===== config.mk =====
export PLATFORM = sky130hd
export DESIGN_NAME = sync_fifo
export DESIGN_NICKNAME = d
export VERILOG_FILES = /design/src/rtl/fifo_pkg.sv /design/src/rtl/fifo_mem.sv /design/src/rtl/sync_fifo.sv
export SDC_FILE = /design/constraint.sdc
export NUM_CORES = 1
export LEC_CHECK = 0
export CAP_MARGIN = 10
export CORE_MARGIN = 2
export CORE_UTILIZATION = 55
export CTS_CLUSTER_SIZE = 14
export DETAILED_ROUTE_END_ITERATION = 10
export PLACE_DENSITY_LB_ADDON = 0.1
export REMOVE_ABC_BUFFERS = 1
export SLEW_MARGIN = 30
export SYNTH_ARGS = -nofsm -noshare
export SYNTH_HDL_FRONTEND = slang
export SYNTH_SLANG_ARGS = --single-unit

===== constraint.sdc =====
create_clock -name clk -period 5.28 [get_ports clk]
set_input_delay 1.32 -clock clk [delete_from_list [all_inputs] [get_ports clk]]
set_output_delay 1.32 -clock clk [all_outputs]
set_load 0.05 [all_outputs]

===== src/rtl/fifo_pkg.sv =====
// Shared definitions for the synchronous FIFO.
//   DATA_W_DEF / DEPTH_DEF : default data width and entry count
//   clog2()                : ceiling log2, usable in constant expressions
package fifo_pkg;

    localparam int DATA_W_DEF = 32;
    localparam int DEPTH_DEF  = 16;

    // Ceiling log2; returns 0 for inputs of 0 or 1.
    function automatic int clog2(input int value);
        int result;
        int remain;
        result = 0;
        remain = value - 1;
        while (remain > 0) begin
            result = result + 1;
            remain = remain >> 1;
        end
        return result;
    endfunction

endpackage


===== src/rtl/fifo_mem.sv =====
// FIFO storage: DATA_W x DEPTH array, one synchronous write port and one
// asynchronous read port. The array has no reset.
//   clk   : write clock
//   we    : write enable
//   waddr : write address
//   wdata : write data
//   raddr : read address
//   rdata : read data (combinational from raddr)
module fifo_mem
    import fifo_pkg::*;
#(
    parameter int DATA_W = DATA_W_DEF,
    parameter int DEPTH  = DEPTH_DEF,
    parameter int AW     = clog2(DEPTH)
) (
    input  logic              clk,
    input  logic              we,
    input  logic [AW-1:0]     waddr,
    input  logic [DATA_W-1:0] wdata,
    input  logic [AW-1:0]     raddr,
    output logic [DATA_W-1:0] rdata
);

    logic [DATA_W-1:0] mem_reg [DEPTH];

    always_ff @(posedge clk) begin
        if (we) begin
            mem_reg[waddr] <= wdata;
        end
    end

    // The head word must be visible in the same cycle it becomes the head,
    // so the read side is deliberately unregistered.
    assign rdata = mem_reg[raddr];

endmodule


===== src/rtl/sync_fifo.sv =====
// Single-clock first-word-fall-through FIFO with registered status flags,
// occupancy level and sticky overflow/underflow errors.
//   clk          : clock, all state on rising edge
//   rst_n        : synchronous active-low reset (highest priority)
//   flush        : synchronous empty request (pointers to zero)
//   w_en, data_w : write request and data
//   r_en         : read request (pop)
//   data_r       : head-of-queue word, zero while empty
//   clr_err      : clears sticky overflow/underflow
//   empty, full, almost_empty, almost_full : registered status
//   level        : current occupancy (0..DEPTH)
//   overflow, underflow : sticky error flags
module sync_fifo
    import fifo_pkg::*;
#(
    parameter int DATA_W = DATA_W_DEF,
    parameter int DEPTH  = DEPTH_DEF,
    parameter int AF_LVL = DEPTH - 2,
    parameter int AE_LVL = 2
) (
    input  logic                  clk,
    input  logic                  rst_n,
    input  logic                  flush,
    input  logic                  w_en,
    input  logic [DATA_W-1:0]     data_w,
    input  logic                  r_en,
    output logic [DATA_W-1:0]     data_r,
    input  logic                  clr_err,
    output logic                  empty,
    output logic                  full,
    output logic                  almost_empty,
    output logic                  almost_full,
    output logic [clog2(DEPTH):0] level,
    output logic                  overflow,
    output logic                  underflow
);

    localparam int AW = clog2(DEPTH);
    localparam int PW = AW + 1;

    localparam logic [PW-1:0] DEPTH_L  = PW'(DEPTH);
    localparam logic [PW-1:0] AF_LVL_L = PW'(AF_LVL);
    localparam logic [PW-1:0] AE_LVL_L = PW'(AE_LVL);

    // Pointers carry one extra bit so full (level==DEPTH) and empty
    // (level==0) are distinguishable with a plain subtraction.
    logic [PW-1:0]     wptr_reg, wptr_next;
    logic [PW-1:0]     rptr_reg, rptr_next;
    logic [PW-1:0]     level_reg, level_next;
    logic              empty_reg, empty_next;
    logic              full_reg, full_next;
    logic              almost_empty_reg, almost_empty_next;
    logic              almost_full_reg, almost_full_next;
    logic              overflow_reg, overflow_next;
    logic              underflow_reg, underflow_next;

    logic              wr_ok;
    logic              rd_ok;
    logic              mem_we;
    logic [DATA_W-1:0] mem_rdata;

    // Acceptance uses the registered flags only, so a read never frees
    // room for a same-cycle write and a write never feeds a same-cycle read.
    assign wr_ok  = w_en && !full_reg;
    assign rd_ok  = r_en && !empty_reg;
    assign mem_we = wr_ok && !flush;

    always_comb begin
        wptr_next = wptr_reg;
        rptr_next = rptr_reg;
        if (flush) begin
            wptr_next = '0;
            rptr_next = '0;
        end else begin
            if (wr_ok) begin
                wptr_next = wptr_reg + PW'(1);
            end
            if (rd_ok) begin
                rptr_next = rptr_reg + PW'(1);
            end
        end

        level_next        = wptr_next - rptr_next;
        empty_next        = (level_next == '0);
        full_next         = (level_next == DEPTH_L);
        almost_full_next  = (level_next >= AF_LVL_L);
        almost_empty_next = (level_next <= AE_LVL_L);

        // A setting condition wins over a same-cycle clear.
        overflow_next  = (overflow_reg && !clr_err) || (w_en && full_reg);
        underflow_next = (underflow_reg && !clr_err) || (r_en && empty_reg);
    end

    always_ff @(posedge clk) begin
        if (!rst_n) begin
            wptr_reg         <= '0;
            rptr_reg         <= '0;
            level_reg        <= '0;
            empty_reg        <= 1'b1;
            full_reg         <= 1'b0;
            almost_empty_reg <= 1'b1;
            almost_full_reg  <= 1'b0;
            overflow_reg     <= 1'b0;
            underflow_reg    <= 1'b0;
        end else begin
            wptr_reg         <= wptr_next;
            rptr_reg         <= rptr_next;
            level_reg        <= level_next;
            empty_reg        <= empty_next;
            full_reg         <= full_next;
            almost_empty_reg <= almost_empty_next;
            almost_full_reg  <= almost_full_next;
            overflow_reg     <= overflow_next;
            underflow_reg    <= underflow_next;
        end
    end

    fifo_mem #(
        .DATA_W (DATA_W),
        .DEPTH  (DEPTH),
        .AW     (AW)
    ) u_mem (
        .clk   (clk),
        .we    (mem_we),
        .waddr (wptr_reg[AW-1:0]),
        .wdata (data_w),
        .raddr (rptr_reg[AW-1:0]),
        .rdata (mem_rdata)
    );

    // Stale storage is never exposed: the head reads as zero while empty.
    assign data_r       = empty_reg ? '0 : mem_rdata;
    assign empty        = empty_reg;
    assign full         = full_reg;
    assign almost_empty = almost_empty_reg;
    assign almost_full  = almost_full_reg;
    assign level        = level_reg;
    assign overflow     = overflow_reg;
    assign underflow    = underflow_reg;

endmodule


Yosys cells after proc, flatten, opt, wreduce, memory -nomap -nowiden. Memories as Yosys holds them, arrays and structs flattened. A register that Yosys moved wholly into a read port is not among the register bits. Cells that the tools add are included. Widths: inputs -> output; s select.

Memories kept: 1. Memory bits (writable): 512. Input port bits: 38. Bits in registers: 21.

Magnitude comparators: 2. Reductions and logical operators: 14. Add/subtract/negate cells: 3. Multiplexer cells: 8. Eq/ne operators: 1.

Memories: u_mem.mem_reg (words 16, bits a word 32, read ports 1, clocked after Yosys merged registers in 1, write ports 1, RTL line fifo_mem.sv:24) `logic [DATA_W-1:0] mem_reg [DEPTH];`.

Operator list (number): $mux 32 (1); $mux 5 (4); $add 5x1->5 const B (2); $logic_and 1x1->1 (7); $eq 5x5->1 const B (1); $ge 5x4->1 const B (1); $le 5x2->1 const B (1); $logic_not 5->1 (1); $sub 5x5->5 (1); $logic_not 1->1 (4); $mux 4 (1); $logic_or 1x1->1 (2); $mux 1 (2).

Depth between registers and ports, before layout. Gate-level depths: netlist of the first run.

Depth after elaboration: 6. Depth in mapped cells: 13. Gate-level depth less buffers: 11.

Cells and area by module. Synthesis of the first run repeated with hierarchy kept, for this count alone.

Cells, all modules: 968. Area, all modules: 20624.8 um^2.

By module, submodules not included: fifo_mem (instances 1, cells an instance 806, area each 19213.4 um^2); sync_fifo (instances 1, cells an instance 162, area each 1411.4 um^2).

Worst setup path after synthesis of the first run. No wires, ideal clock.

Path kind: input -> register. Start: in w_en. End: mem u_mem.mem_reg[3][0] in the netlist's numbering, enable pin. Arrival time: 4.182 ns. Cell stages on the path: 4. Path buffers: 0. Path slack: 0.637 ns. Path through: nor2b_1 > nor2b_1 > nand2_1 > nor3_1.

Longest elaborated chain between the ends: 4.

Ends and longest elaborated chain: start: declaration (RTL line sync_fifo.sv:24) `input logic w_en,`; $logic_and 1x1->1 (RTL line sync_fifo.sv:64) `assign wr_ok = w_en && !full_reg;`; $logic_and 1x1->1 (RTL line sync_fifo.sv:66) `assign mem_we = wr_ok && !flush;`; $mux 1 (RTL line fifo_mem.sv:27) `if (we) begin`; $mux 1 (not written as such) (RTL line fifo_mem.sv:28) `mem_reg[waddr] <= wdata;`; end: declaration (RTL line fifo_mem.sv:24).

Every way passes these cells.

==> results_dict.tcl, run 1 <==
set metrics [dict create \
    reg2reg_depth 11 \
    sw_frac_of_total 0.2070 \
    die_height_um 197.8 \
    cap_violations 0 \
    post-route-cell-area_mm2 0.02394 \
    clkTransAtPathRegs_ps 60 \
    holdBufCountCts 0 \
    tritoncts "yes" \
    netlist-cell-type-count 39 \
    worstSetupEndpointType "output port" \
    finalCritPeriodShare 0.9356 \
    clock-sinks 533 \
    root_buffer "sky130_fd_sc_hd__clkbuf_16" \
    numPortBuffers 80 \
    power.density_cell_area_mw_per_mm2 361.6 \
    post_drt_via_cell_ratio 6.207 \
    fp-row-count 70 \
    yosys.cell_count.top_type "sky130_fd_sc_hd__edfxtp_1" \
    drtAntennaViolNets 0 \
    grt_antenna_before_repair 0 \
    grt_usage 0.2317 \
    global_route.overflow_total 0 \
    grt_setup_unrepaired "false" \
    layout-drive-gt1-share 0.2664 \
    p_seq_frac 0.541 \
    synth_seq_cells 533 \
    max_slew.worst_pin.slew_ps 704.0 \
    reg2reg_from "empty" \
    initial_util 0.5616 \
    min_period_ps 4940 \
    floorplan.die_area_mm2 0.03912 \
    path_max_fanout 21 \
    power_leakage_nw 7.225 \
    netlist_top_cells_count "sky130_fd_sc_hd__edfxtp_1, sky130_fd_sc_hd__mux4_2, sky130_fd_sc_hd__nor2b_1" \
    timing.hold.worst_endpoint "overflow" \
    cts.repair.resized 0 \
    relSlewSlack 0.5307 \
    timing.final.setup_violations 0 \
    criticalPathCategory "reg -> out" \
    num-fill-cells 2421 \
    worst-endpoint-arrival_ps 3620 \
    cellInternalPower_mw 6.866 \
    route.detailed.drc 0 \
    hold_start "overflow" \
    placed_cells_incl_taps 1440 \
    whs_path_depth 2 \
    areaGrowthSynthToFinish_pct 15.91 \
    largest_clock_skew_in_the_final_design_ps 19.45 \
    synth.yosys.seq_area_share 0.7646 \
    power.switching_mw 1.792 \
    cts-buffers-inserted 53 \
    grt_start_max_net_pins 46 \
    postPlaceCellArea_mm2 0.02230 \
    cts_max_path_buffers 3 \
    post_synthesis_instance_total 903 \
    critical_path.startpoint_type "register" \
    synth.cell_area_mm2 0.02066 \
    drt_first_iter_violations 871 \
    largest_register_ffs 512 \
    hpwlAfterDp_um 22270 \
    synth.area.top_cells "sky130_fd_sc_hd__edfxtp_1, sky130_fd_sc_hd__mux4_2, sky130_fd_sc_hd__dfxtp_1" \
    postRouteWirelength_um 43120 \
    routedWlPerCell_um 28.04 \
    floorplan.core_area_mm2 0.03679 \
    fmaxAchievable_mhz 202.4 \
    wire_length_of_the_first_global_routing_pass_um 64360 \
    clkLatencyLatePin_ps 590 \
    whs_ps 508.3 \
    first_global_vias 9945 \
    postSynth.asyncResetShare 0 \
    hp-class "reg -> reg" \
    via_count 9547 \
    edff_count_synth 512 \
    timing.reg2reg.setup_slack_ps 1980 \
    dp_worst_setup_slack_ps 783.6 \
    htree_num_levels 2 \
    timing_max_transition_violations_final 0 \
    power_mw 8.658 \
    r2r-end "empty" \
    diodes 0 \
    power.clock.fraction 0.410 \
    outcome "finished clean" \
    final_net_count 1075 \
    num_io_pins 81 \
    yosys_warnings 0 \
    critical_path_required_ps 3960 \
    gpl.final_weighted_congestion 0.7289 \
    vdd_drop_max_mv 0.2671 \
    drtPass1Iterations 5 \
    synth-main-ff-cell "sky130_fd_sc_hd__edfxtp_1" \
    post_cts_repair_setup_buffers 0 \
    final_cell_count_no_fill 1538 \
    post-route-worst-setup-slack_ps 340.2 \
    synth.avg_cell_area_um2 22.88 \
    netlist.top_cell.by_area "sky130_fd_sc_hd__edfxtp_1" \
    power.share.combinational 0.048 \
    synth.top_cell.area_share 0.7443 \
    finalHoldViolations 0 \
    chipWidth_um 197.8 \
]
[routing by layer]
layer | GRT usage | share of wire | vias up
met3 | 0.03918 | 0.053 | 70
met4 | 0.06906 | 0.022 | 0
met2 | 0.3743 | 0.50 | 301
met5 | 0 | 0 | -
met1 | 0.3313 | 0.43 | 5106
li1 | - | - | 4070
[power groups by stage]
stage	combinational [mW]	sequential [mW]	clock, mW
after global routing	0.446	4.69	3.78
after CTS	0.422	4.69	3.62
after floorplan	0.223	4.80	0
final	0.418	4.69	3.55
after detailed placement	0.420	4.78	0
after global placement	0.416	4.78	0
[metrics by stage]
stage,setup TNS (ps),utilization
after CTS,0,0.6509
final,0,0.6509
after detailed placement,0,0.6063
after global routing,0,0.6509
after global placement,0,0.6063
after floorplan,-117780,-
[placed cells by master, fill, tap and decap left out, types with 3 or more instances in the layout]
cell / synthesis / layout
sky130_fd_sc_hd__o21a_1: 3 / 3
sky130_fd_sc_hd__buf_12: 0 / 8
sky130_fd_sc_hd__nor2_4: 0 / 12
sky130_fd_sc_hd__nand3b_1: 3 / 3
sky130_fd_sc_hd__clkbuf_1: 18 / 13
sky130_fd_sc_hd__nand4_1: 4 / 4
sky130_fd_sc_hd__clkinv_1: 0 / 16
sky130_fd_sc_hd__edfxtp_1: 512 / 512
sky130_fd_sc_hd__a21oi_1: 5 / 5
sky130_fd_sc_hd__dfxtp_4: 0 / 3
sky130_fd_sc_hd__nand2b_1: 6 / 6
sky130_fd_sc_hd__o211ai_1: 5 / 5
sky130_fd_sc_hd__o21ai_0: 6 / 6
sky130_fd_sc_hd__bufinv_16: 0 / 3
sky130_fd_sc_hd__inv_1: 5 / 5
sky130_fd_sc_hd__buf_4: 11 / 26
sky130_fd_sc_hd__clkdlybuf4s50_1: 0 / 80
sky130_fd_sc_hd__nor2_1: 28 / 16
sky130_fd_sc_hd__nor2b_1: 39 / 39
sky130_fd_sc_hd__xnor2_1: 5 / 5
sky130_fd_sc_hd__or3_1: 3 / 3
sky130_fd_sc_hd__nor3_1: 12 / 8
sky130_fd_sc_hd__clkinv_2: 0 / 8
sky130_fd_sc_hd__nand2_1: 8 / 8
sky130_fd_sc_hd__clkbuf_16: 0 / 55
sky130_fd_sc_hd__dfxtp_1: 21 / 16
sky130_fd_sc_hd__ha_1: 9 / 9
sky130_fd_sc_hd__nor3_2: 0 / 4
sky130_fd_sc_hd__mux4_2: 160 / 160
[final cells by class]
| class | instances | area [um2] | area share |
|---|---|---|---|
| well taps | 468 | 585.6 | 0.02446 |
| flip-flops and latches | 533 | 15810 | 0.6603 |
| clock buffers | 68 | 1425 | 0.05952 |
| inverters | 5 | 18.77 | 0.0007839 |
| clock inverters | 30 | 214.0 | 0.008936 |
| repair buffers | 114 | 1156 | 0.04829 |
| multi-input cells | 320 | 4735 | 0.1977 |
[worst max path at each step]
stage	from	to	slack, ps	depth (start not counted)
4_1_cts	rptr_reg[0]	data_r[24]	280	5
2_1_floorplan	rptr_reg[0]	data_r[0]	-2960	3
5_1_grt	rptr_reg[0]	data_r[24]	160	5
6_report	rptr_reg[0]	data_r[24]	340	5
3_3_place_gp	r_en	empty	760	12
3_5_place_dp	r_en	empty	780	12
[critical path: stages, from the launching register on]
cell and delay (ps):
sky130_fd_sc_hd__dfxtp_4 630, sky130_fd_sc_hd__buf_4 440, sky130_fd_sc_hd__mux4_2 570, sky130_fd_sc_hd__mux4_2 470
sky130_fd_sc_hd__nor2b_1 160, sky130_fd_sc_hd__clkdlybuf4s50_1 730
[logic make-up after synthesis]
| family | count (synthesis) | synth area share |
|---|---|---|
| flip-flops | 533 | 0.7646 |
| buffers and inverters | 50 | 0.01151 |
| AO/OA/AOI/OAI | 32 | 0.01084 |
| multiplexers | 162 | 0.1754 |
| adder cells (fa/ha/maj) | 10 | 0.006420 |
| AND/OR/NAND/NOR | 109 | 0.02823 |
| XOR/XNOR | 7 | 0.002968 |
No activity file was read; power rests on OpenSTA's default activity.
==> inputs of run 2 (changes only) <==
--- a/config.mk
+++ b/config.mk
@@ -5,9 +5,9 @@
 export SDC_FILE = /design/constraint.sdc
 export NUM_CORES = 1
 export LEC_CHECK = 0
-export CAP_MARGIN = 10
 export CORE_MARGIN = 2
 export CORE_UTILIZATION = 55
+export CTS_BUF_LIST = sky130_fd_sc_hd__clkbuf_4
 export CTS_CLUSTER_SIZE = 14
 export DETAILED_ROUTE_END_ITERATION = 10
 export PLACE_DENSITY_LB_ADDON = 0.1
==> results_dict.tcl, run 2 (synthesis gave the netlist of run 1 again) <==
set metrics [dict create \
    outcome "finished clean" \
    clock-sinks 533 \
    final_cell_count_no_fill 1662 \
    gpl.final_weighted_congestion 0.7289 \
    timing.final.setup_violations 0 \
    placed_cells_incl_taps 1440 \
    clkTransAtPathRegs_ps 70 \
    postRouteWirelength_um 43940 \
    numPortBuffers 80 \
    final_net_count 1159 \
    min_period_ps 4988 \
    worstSetupEndpointType "output port" \
    grt_setup_unrepaired "false" \
    global_route.overflow_total 0 \
    floorplan.core_area_mm2 0.03679 \
    worstPathCellList "buf_16 -> mux4_2 -> mux4_2 -> nor2b_1 -> clkdlybuf4s50_1" \
    num_io_pins 81 \
    htree_num_levels 4 \
    largest_clock_skew_in_the_final_design_ps 44.20 \
    routedWlPerCell_um 26.44 \
    post_drt_via_cell_ratio 6.014 \
    drt_first_iter_violations 727 \
    path_max_fanout 45 \
    grt_usage 0.2380 \
    drtAntennaViolNets 0 \
    layout-drive-gt1-share 0.3562 \
    relSlewSlack 0.5193 \
    critical-path-slowest-cell "sky130_fd_sc_hd__clkdlybuf4s50_1" \
    sequential_cell_area_mm2 0.01581 \
    chipWidth_um 197.8 \
    criticalPathCategory "reg -> out" \
    cts_max_path_buffers 3 \
    multiInputGateArea_mm2 0.004735 \
    final_cell_mix "sky130_fd_sc_hd__edfxtp_1, sky130_fd_sc_hd__clkbuf_4, sky130_fd_sc_hd__mux4_2" \
    most_common_library_cell_in_the_layout_ignoring_fill_and_taps "sky130_fd_sc_hd__edfxtp_1" \
    tns_setup_ps 0 \
    largest_register_ffs 512 \
    root_buffer "sky130_fd_sc_hd__clkbuf_4" \
    power_mw 8.660 \
    critical_path_required_ps 3960 \
    finalHoldViolations 0 \
    power_leakage_nw 7.529 \
    hpwlAfterDp_um 22270 \
    clkLatencyLatePin_ps 820 \
    route.detailed.drc 0 \
    via_count 9995 \
    critical-path-top-delay-family "buffers and inverters" \
    timing_max_transition_violations_final 0 \
    num-fill-cells 2520 \
    power.density_cell_area_mw_per_mm2 359.5 \
    tritoncts "yes" \
    critical_path.startpoint_type "register" \
    grt_start_max_net_pins 46 \
    fp-row-count 70 \
    floorplan.die_area_mm2 0.03912 \
    first_global_vias 10682 \
    areaGrowthSynthToFinish_pct 16.61 \
    wire_length_of_the_first_global_routing_pass_um 65850 \
    post-route-worst-setup-slack_ps 291.9 \
    cpPeakStageDelay_ps 740 \
    cts-buffers-inserted 136 \
    finalCritPeriodShare 0.9447 \
    die_height_um 197.8 \
    worst-endpoint-arrival_ps 3670 \
    critical_path.n_buffers_inverters 2 \
    vdd_drop_max_mv 0.2241 \
    holdBufCountCts 0 \
    grt_antenna_before_repair 1 \
    cap_violations 0 \
    crit_top_cell "sky130_fd_sc_hd__mux4_2" \
    initial_util 0.5616 \
    dp_worst_setup_slack_ps 783.6 \
    hp-class "reg -> reg" \
    max_slew.worst_pin.slew_ps 721.0 \
    drtPass1Iterations 7 \
    fmaxAchievable_mhz 200.5 \
]
==> run 2: final cells by class <==
class | instances | area share
diodes | 1 | 0.0001039
clock buffers | 190 | 0.05921
clock inverters | 30 | 0.01325
inverters | 5 | 0.0007791
multi-input cells | 320 | 0.1966
flip-flops and latches | 533 | 0.6563
well taps | 468 | 0.02431
repair buffers | 115 | 0.04950
==> run 2: power breakdown <==
group,internal [mW],switching (mW)
sequential,4.66,0.0301
combinational,0.169,0.252
clock,1.99,1.57
==> run 2: path summary, 6_finish.rpt <==
check	start	endpoint	slack [ps]	cells past startpoint
max	rptr_reg[0]	data_r[11]	290	5
min	overflow	overflow	510	2
max reg2reg	empty	full	1960	11
min reg2reg	overflow	overflow	510	2
==> run 2: worst reg2reg max path: cells and delay by family (launching register included) <==
kind / cells / cell delay [ps]
and+or+nand+nor: 4 / 930
buffers and inverters: 1 / 60
muxes: 1 / 150
adders and majority gates: 2 / 600
DFF: 1 / 740
AOI/OAI and AO/OA: 1 / 140
xor gates and xnor gates: 2 / 650
==> run 2: routing by layer <==
| metal | vias up | part of all wire | GRT usage |
|---|---|---|---|
| li1 | 4301 | - | - |
| met1 | 5267 | 0.42 | 0.3256 |
| met2 | 361 | 0.50 | 0.3817 |
| met3 | 66 | 0.064 | 0.05740 |
| met4 | 0 | 0.016 | 0.08187 |
| met5 | - | 0 | 0 |
==> run 2: timing repair <==
action / in CTS / in global routing
setup endpoints to repair: 0 / 17
buffers inserted: 0 / 1
resized for setup: 0 / 6
==> run 2: per-stage QoR <==
stage / util / instance area, um2 / hold slack [ps]
after floorplan: - / 20440 / 540.8
after global placement: 0.6063 / 22300 / 479.6
after detailed placement: 0.6063 / 22300 / 498.0
after CTS: 0.6538 / 24050 / 520.2
after global routing: 0.6548 / 24090 / 547.8
final: 0.6548 / 24090 / 509.0
==> edit 1 (settings of run 2) <==
Make the reset (`rst_n`) asynchronous in one clocked block. Comments in the files are not updated.
--- a/src/rtl/sync_fifo.sv
+++ b/src/rtl/sync_fifo.sv
@@ -93,3 +93,3 @@
 
-    always_ff @(posedge clk) begin
+    always_ff @(posedge clk or negedge rst_n) begin
         if (!rst_n) begin
Check against the original RTL: differs if rst_n is asserted again (counterexample within 4 cycles, from zero or initial values and one cycle with rst_n low); with rst_n held inactive, the same outputs for 4 cycles.
==> edit 1 against run 2 <==
- routed wire length down 2.8%
- global-route usage down 0.92 points
- synthesized area down 1.2%
- count of clock-buffer cells in the layout up 3
- cell count up 1.4%
- core utilization down 0.72 points
- register-to-register slack worse by 0.40 ns
- sequential cell count unchanged
- setup slack better by 0.019 ns
- critical endpoint is now data_r[0]
- critical path type unchanged
- worst hold slack worse by 0.020 ns
- fmax up 0.38%
- design area down 1.6%
Power is not compared: it rests on default switching activity, and its combinational part moved more than twofold at a synthesized area within 25%.
==> edit 1: results (changes against run 2) <==
Parameter                              Value

Outcome
  Outcome    completed

Placed design
  Final estimated routing congestion in global placement    0.773 (+6.1%)
  Buffers on Ports    80 (unchanged)
  HPWL after detailed placement    23.4 mm (+5.2%)

Synthesis
  Dominant synthesized flop cell    edfxtp_1
  Yosys Warn Count    0 (unchanged)
  Share of synthesized cell area in full adder, half adder and majority cells    0.650% (+0.0080 points)
  Top cells by instance count after synthesis    512 x edfxtp_1, 128 x mux4_2, 64 x a22oi_1
  Unique cell type count in the Yosys netlist    44 (+13%)
  Seq/Total Area, Yosys    77.9% (+1.5 points)
  Count of flip-flops with a built-in enable after synthesis    512 (unchanged)
  XOR/XNOR share of the synthesized area    0.301% (+0.0037 points)
  Mux contribution to synthesized area    14.2% (-3.4 points)
  Synth area leaders    edfxtp_1 75%, mux4_2 14%, a22oi_1 2.4%
  Synth Area in Compound Gates    3.91% (+2.8 points)
  Async set-or-reset flop fraction in the synthesized netlist    3.94% (+3.9 points)

Drt
  Highest routing layer actually used    met5
  Violation count after the first detailed-routing iteration    857 (+18%)
  Post-route met1 wirelength    18.2 mm (-0.35%)
  Wire length after detailed routing    42.7 mm (-2.8%)
  Detail Route met3 WL    2.75 mm (-1.6%)
  Via count of the routed design    10100 (+1.4%)
  Number of detailed-routing iterations run before antenna repair    5 (-2)
  Length of routed met2 wiring    21.0 mm (-5.1%)

Global routing
  Number of antenna violations at the first check in global routing    2 (+1)
  Maximum number of pins on one net before global-route repair    68 (+48%)
  Global Route Usage Sum    22.9% (-0.92 points)
  Global-route wire length before repair    63.9 mm (-2.9%)
  Number of global-route vias before repair    10700 (-0.17%)

Timing
  Worst slew slack as a fraction of its limit    35.0% (-17 points)
  Max-slew violation total from the final report    0 (unchanged)
  Setup-failing EPs final    0 (unchanged)
  Worst clock skew    0.0284 ns (-0.0158 ns)

Clock network
  Worst skew pair latency    0.80 ns (-0.02 ns)
  Setup Buffers After CTS    0 (unchanged)
  Number of resized instances in the post-cts repair step    0 (unchanged)
  Buffer depth of the longest clock path    3 (unchanged)
  Worst-path clk slew    0.07 ns (about the same)
  Number of buffers added by the clock tree synthesis step    134 (-1.5%)
  # H-tree levels    4 (unchanged)
  Cell chosen for the clock root    clkbuf_4

Cells and area
  Number of nets in the final layout    1178 (+1.6%)
  Max reg flops    512 (unchanged)
  Fraction of layout cells with a size suffix above 1    34.0% (-1.6 points)

Critical path
  Max Fanout on Critical Path    28 (-38%)
  Crit path DAT    3.65 ns (-0.02 ns)
  Standard cell with the maximum stage delay on the critical path    dfrtp_4
  Cell class contributing the biggest share of worst-path delay    buffers and inverters
  Critical path's largest stage delay    0.80 ns (+0.06 ns)

Min path
  Hold Crit Class    primary input to async pin

Power
  Leakage power of the design    7.70 nW
  Largest vdd supply drop    457 µV
[edit 1: changes by cell type after synthesis, sizes merged, moves of 6 or more]
cell    change
nor2b      -35
a22oi      +62
nor2       -16
inv         +9
buf        -10
and2        +7
dfrtp      +19
clkbuf     +16
nor3        -6
mux4       -32
dfxtp      -21
a21oi      +30
[edit 1: kinds of logic (layout without fill, tap and decap cells)]
family / after synthesis / count (layout)
fa+ha+maj: 10 / 10
flops: 533 / 533
xor+xnor: 7 / 7
simple gates: 61 / 61
buf+inv: 65 / 361
mux: 129 / 129
other cells: 0 / 1
compound gates: 115 / 115
[edit 1: final cells by class]
type | count | area, µm²
Fill cell | 2510 | 12900
Timing Repair Buffer | 125 | 1200
Tap cell | 468 | 586
Sequential cell | 533 | 15900
Inverter | 14 | 52.6
Clock buffer | 193 | 1450
Multi-Input combinational cell | 322 | 4300
Clock inverter | 29 | 216
Antenna cell | 1 | 2.50
[edit 1: per-stage QoR]
step / hold WS, ns / cell area (µm²) / setup slack (ns) / cells
after global routing: 0.465 / 23700 / 0.101 / 1685
after detailed placement: 0.521 / 22000 / 0.820 / 1462
after CTS: 0.546 / 23700 / 0.214 / 1684
after floorplan: 0.547 / 20200 / -2.57 / 869
after global placement: 0.521 / 22000 / 0.810 / 1462
final: 0.489 / 23700 / 0.311 / 1685
[edit 1: report_power, final]
group / switching [mW] / internal, mW / total [mW]
combinational: 1.08 / 0.796 / 1.88
clock: 1.54 / 1.86 / 3.40
sequential: 0.117 / 4.74 / 4.86
total: 2.74 / 7.40 / 10.1
[edit 1: final timing paths]
check,slack [ns],start,depth (start not counted),end
worst min register to register,0.54,underflow,2,underflow
worst min-delay path,0.49,rst_n,1,level[3]
worst max register to register,1.56,empty,11,full
max in group asynchronous,4.41,rst_n,1,rptr_reg[1]
worst max-delay path,0.31,rptr_reg[0],5,data_r[0]
min in group clk,0.54,underflow,2,underflow
[edit 1: routing by layer]
| metal | up-vias | track usage (%) |
|---|---|---|
| met5 | - | 0 |
| met3 | 69 | 5.03 |
| met2 | 358 | 36.0 |
| met4 | 2 | 7.96 |
| li1 | 4388 | - |
| met1 | 5315 | 32.3 |
==> edit 2 (settings of run 2) <==
Made on the original files. Set the package constant `DATA_W_DEF` to 48 (it was 32).
--- a/src/rtl/fifo_pkg.sv
+++ b/src/rtl/fifo_pkg.sv
@@ -5,3 +5,3 @@
 
-    localparam int DATA_W_DEF = 32;
+    localparam int DATA_W_DEF = 48;
     localparam int DEPTH_DEF  = 16;
Interface: changed (resized data_r and data_w); port bits go from 81 to 113. The function was not compared with the original's and may differ.
==> edit 2 against run 2 <==
- clock power is 44% higher
- design area is 46% higher
- routed wire length is 48% higher
- synthesized area is 47% higher
- sequential cell count is 256 higher
- fmax is 2.1% lower
- total power is 46% higher
- critical endpoint is now data_r[18]
- count of clock-buffer cells in the layout is 93 higher
- critical path depth stayed put
- setup slack worse by 0.11 ns
==> edit 2: results (changes against run 2) <==
Parameter                              Value

Placed design
  DP Cell Count    2067 (+44%)
  Buffers on Ports    112 (+40%)
  Final estimated routing congestion in global placement    0.747 (+2.4%)

Timing
  Worst clock skew    0.0276 ns (-0.0166 ns)
  Worst slew slack as a fraction of its limit    51.0% (-0.98 points)

Clock network
  Worst skew pair latency    1.02 ns (+0.20 ns)
  Number of buffers added by the clock tree synthesis step    195 (+43%)

Drt
  Post-route met1 wirelength    27.1 mm (+48%)
  Number of detailed-routing iterations run before antenna repair    6 (-1)
  Via density per instance    6.02 (+0.11%)
  Via count of the routed design    14400 (+44%)
  Highest routing layer actually used    met5
  Wire length after detailed routing    65.0 mm (+48%)
  Length of routed met2 wiring    32.5 mm (+47%)
  Detail Route met3 WL    4.12 mm (+47%)
  Violation count after the first detailed-routing iteration    1285 (+77%)

Synthesis
  Top cells by instance count after synthesis    768 x edfxtp_1, 240 x mux4_2, 55 x nor2b_1
  Count of flip-flops with a built-in enable after synthesis    768 (+50%)
  Unique cell type count in the Yosys netlist    41 (+5.1%)
  Seq/Total Area, Yosys    77.3% (+0.84 points)
  Cell count after synthesis    1276 (+41%)

Global routing
  Maximum number of pins on one net before global-route repair    49 (+6.5%)
  Number of global-route vias before repair    15100 (+42%)
  Global Route Usage Sum    23.8% (+0.030 points)
  Fraction of met1 tracks used by global routing    33.0% (+0.43 points)
  Number of antenna violations at the first check in global routing    5 (+4)
  Global-route wire length before repair    96.1 mm (+46%)

Cells and area
  Number of nets in the final layout    1626 (+40%)
  Fraction of layout cells with a size suffix above 1    35.8% (+0.20 points)
  Max reg flops    768 (+50%)

Critical path
  Crit path DAT    3.77 ns (+0.10 ns)
  Max Fanout on Critical Path    29 (-36%)

Power
  Leakage power of the design    11.2 nW (+49%)
  Largest vdd supply drop    182 µV (-19%)

Outcome
  Outcome    completed
## edit 2: worst paths after layout
kind	endpoint	cells past startpoint	startpoint	slack [ns]
min reg2reg	overflow	2	overflow	0.50
max	data_r[18]	5	rptr_reg[0]	0.19
min	overflow	2	overflow	0.50
max reg2reg	full	11	empty	2.01
## edit 2: worst max-delay path, cell delays in order (launching register included)
cell             delay (ns)
dfxtp_4                0.55
buf_12                 0.30
mux4_2                 0.54
mux4_2                 0.48
nor2b_1                0.15
clkdlybuf4s50_1        0.72
## edit 2: area by class of cell
cell class	instances	area, µm²
clock buffer	283	2120
clock inverter	41	387
antenna	2	5.00
timing repair buffer	155	1700
tap	704	881
multi-input combinational	416	6640
inverter	5	18.8
fill	3791	19600
sequential	789	23500
## edit 2: power by group
group          total (mW)  switching (mW)  internal [mW]
logic               0.600           0.374          0.226
clock network        5.11            2.29           2.82
registers            6.92          0.0228           6.90
## edit 2: logic make-up (layout without fill, tap and decap cells)
logic type	after synthesis	in the layout	share of synthesized area [%]
AOI/OAI and AO/OA	32	32	0.737
xor gates and xnor gates	7	7	0.202
adders and majority gates	10	10	0.437
buffers and inverters	71	484	1.21
DFF	789	789	77.3
muxes	242	242	17.9
other	0	2	0
and+or+nand+nor	125	125	2.25
## edit 2: per-stage QoR
stage	utilization [%]	power (mW)	setup slack (ns)	setup TNS (ns)	area (µm²)
floorplan	-	7.43	-5.64	-423.71	30000
global placement	59.6	7.67	0.911	0	32700
detailed placement	59.6	7.68	0.873	0	32700
CTS	64.2	12.8	0.000536	0	35200
global route	64.2	13.1	0.00132	0	35200
finish	64.2	12.6	0.186	0	35200
## edit 2: what timing repair did
action	4_1_cts	5_1_grt
setup buffers	2	0
pin swaps	0	0
gates resized for setup	31	12
endpoints found under the setup margin	47	12
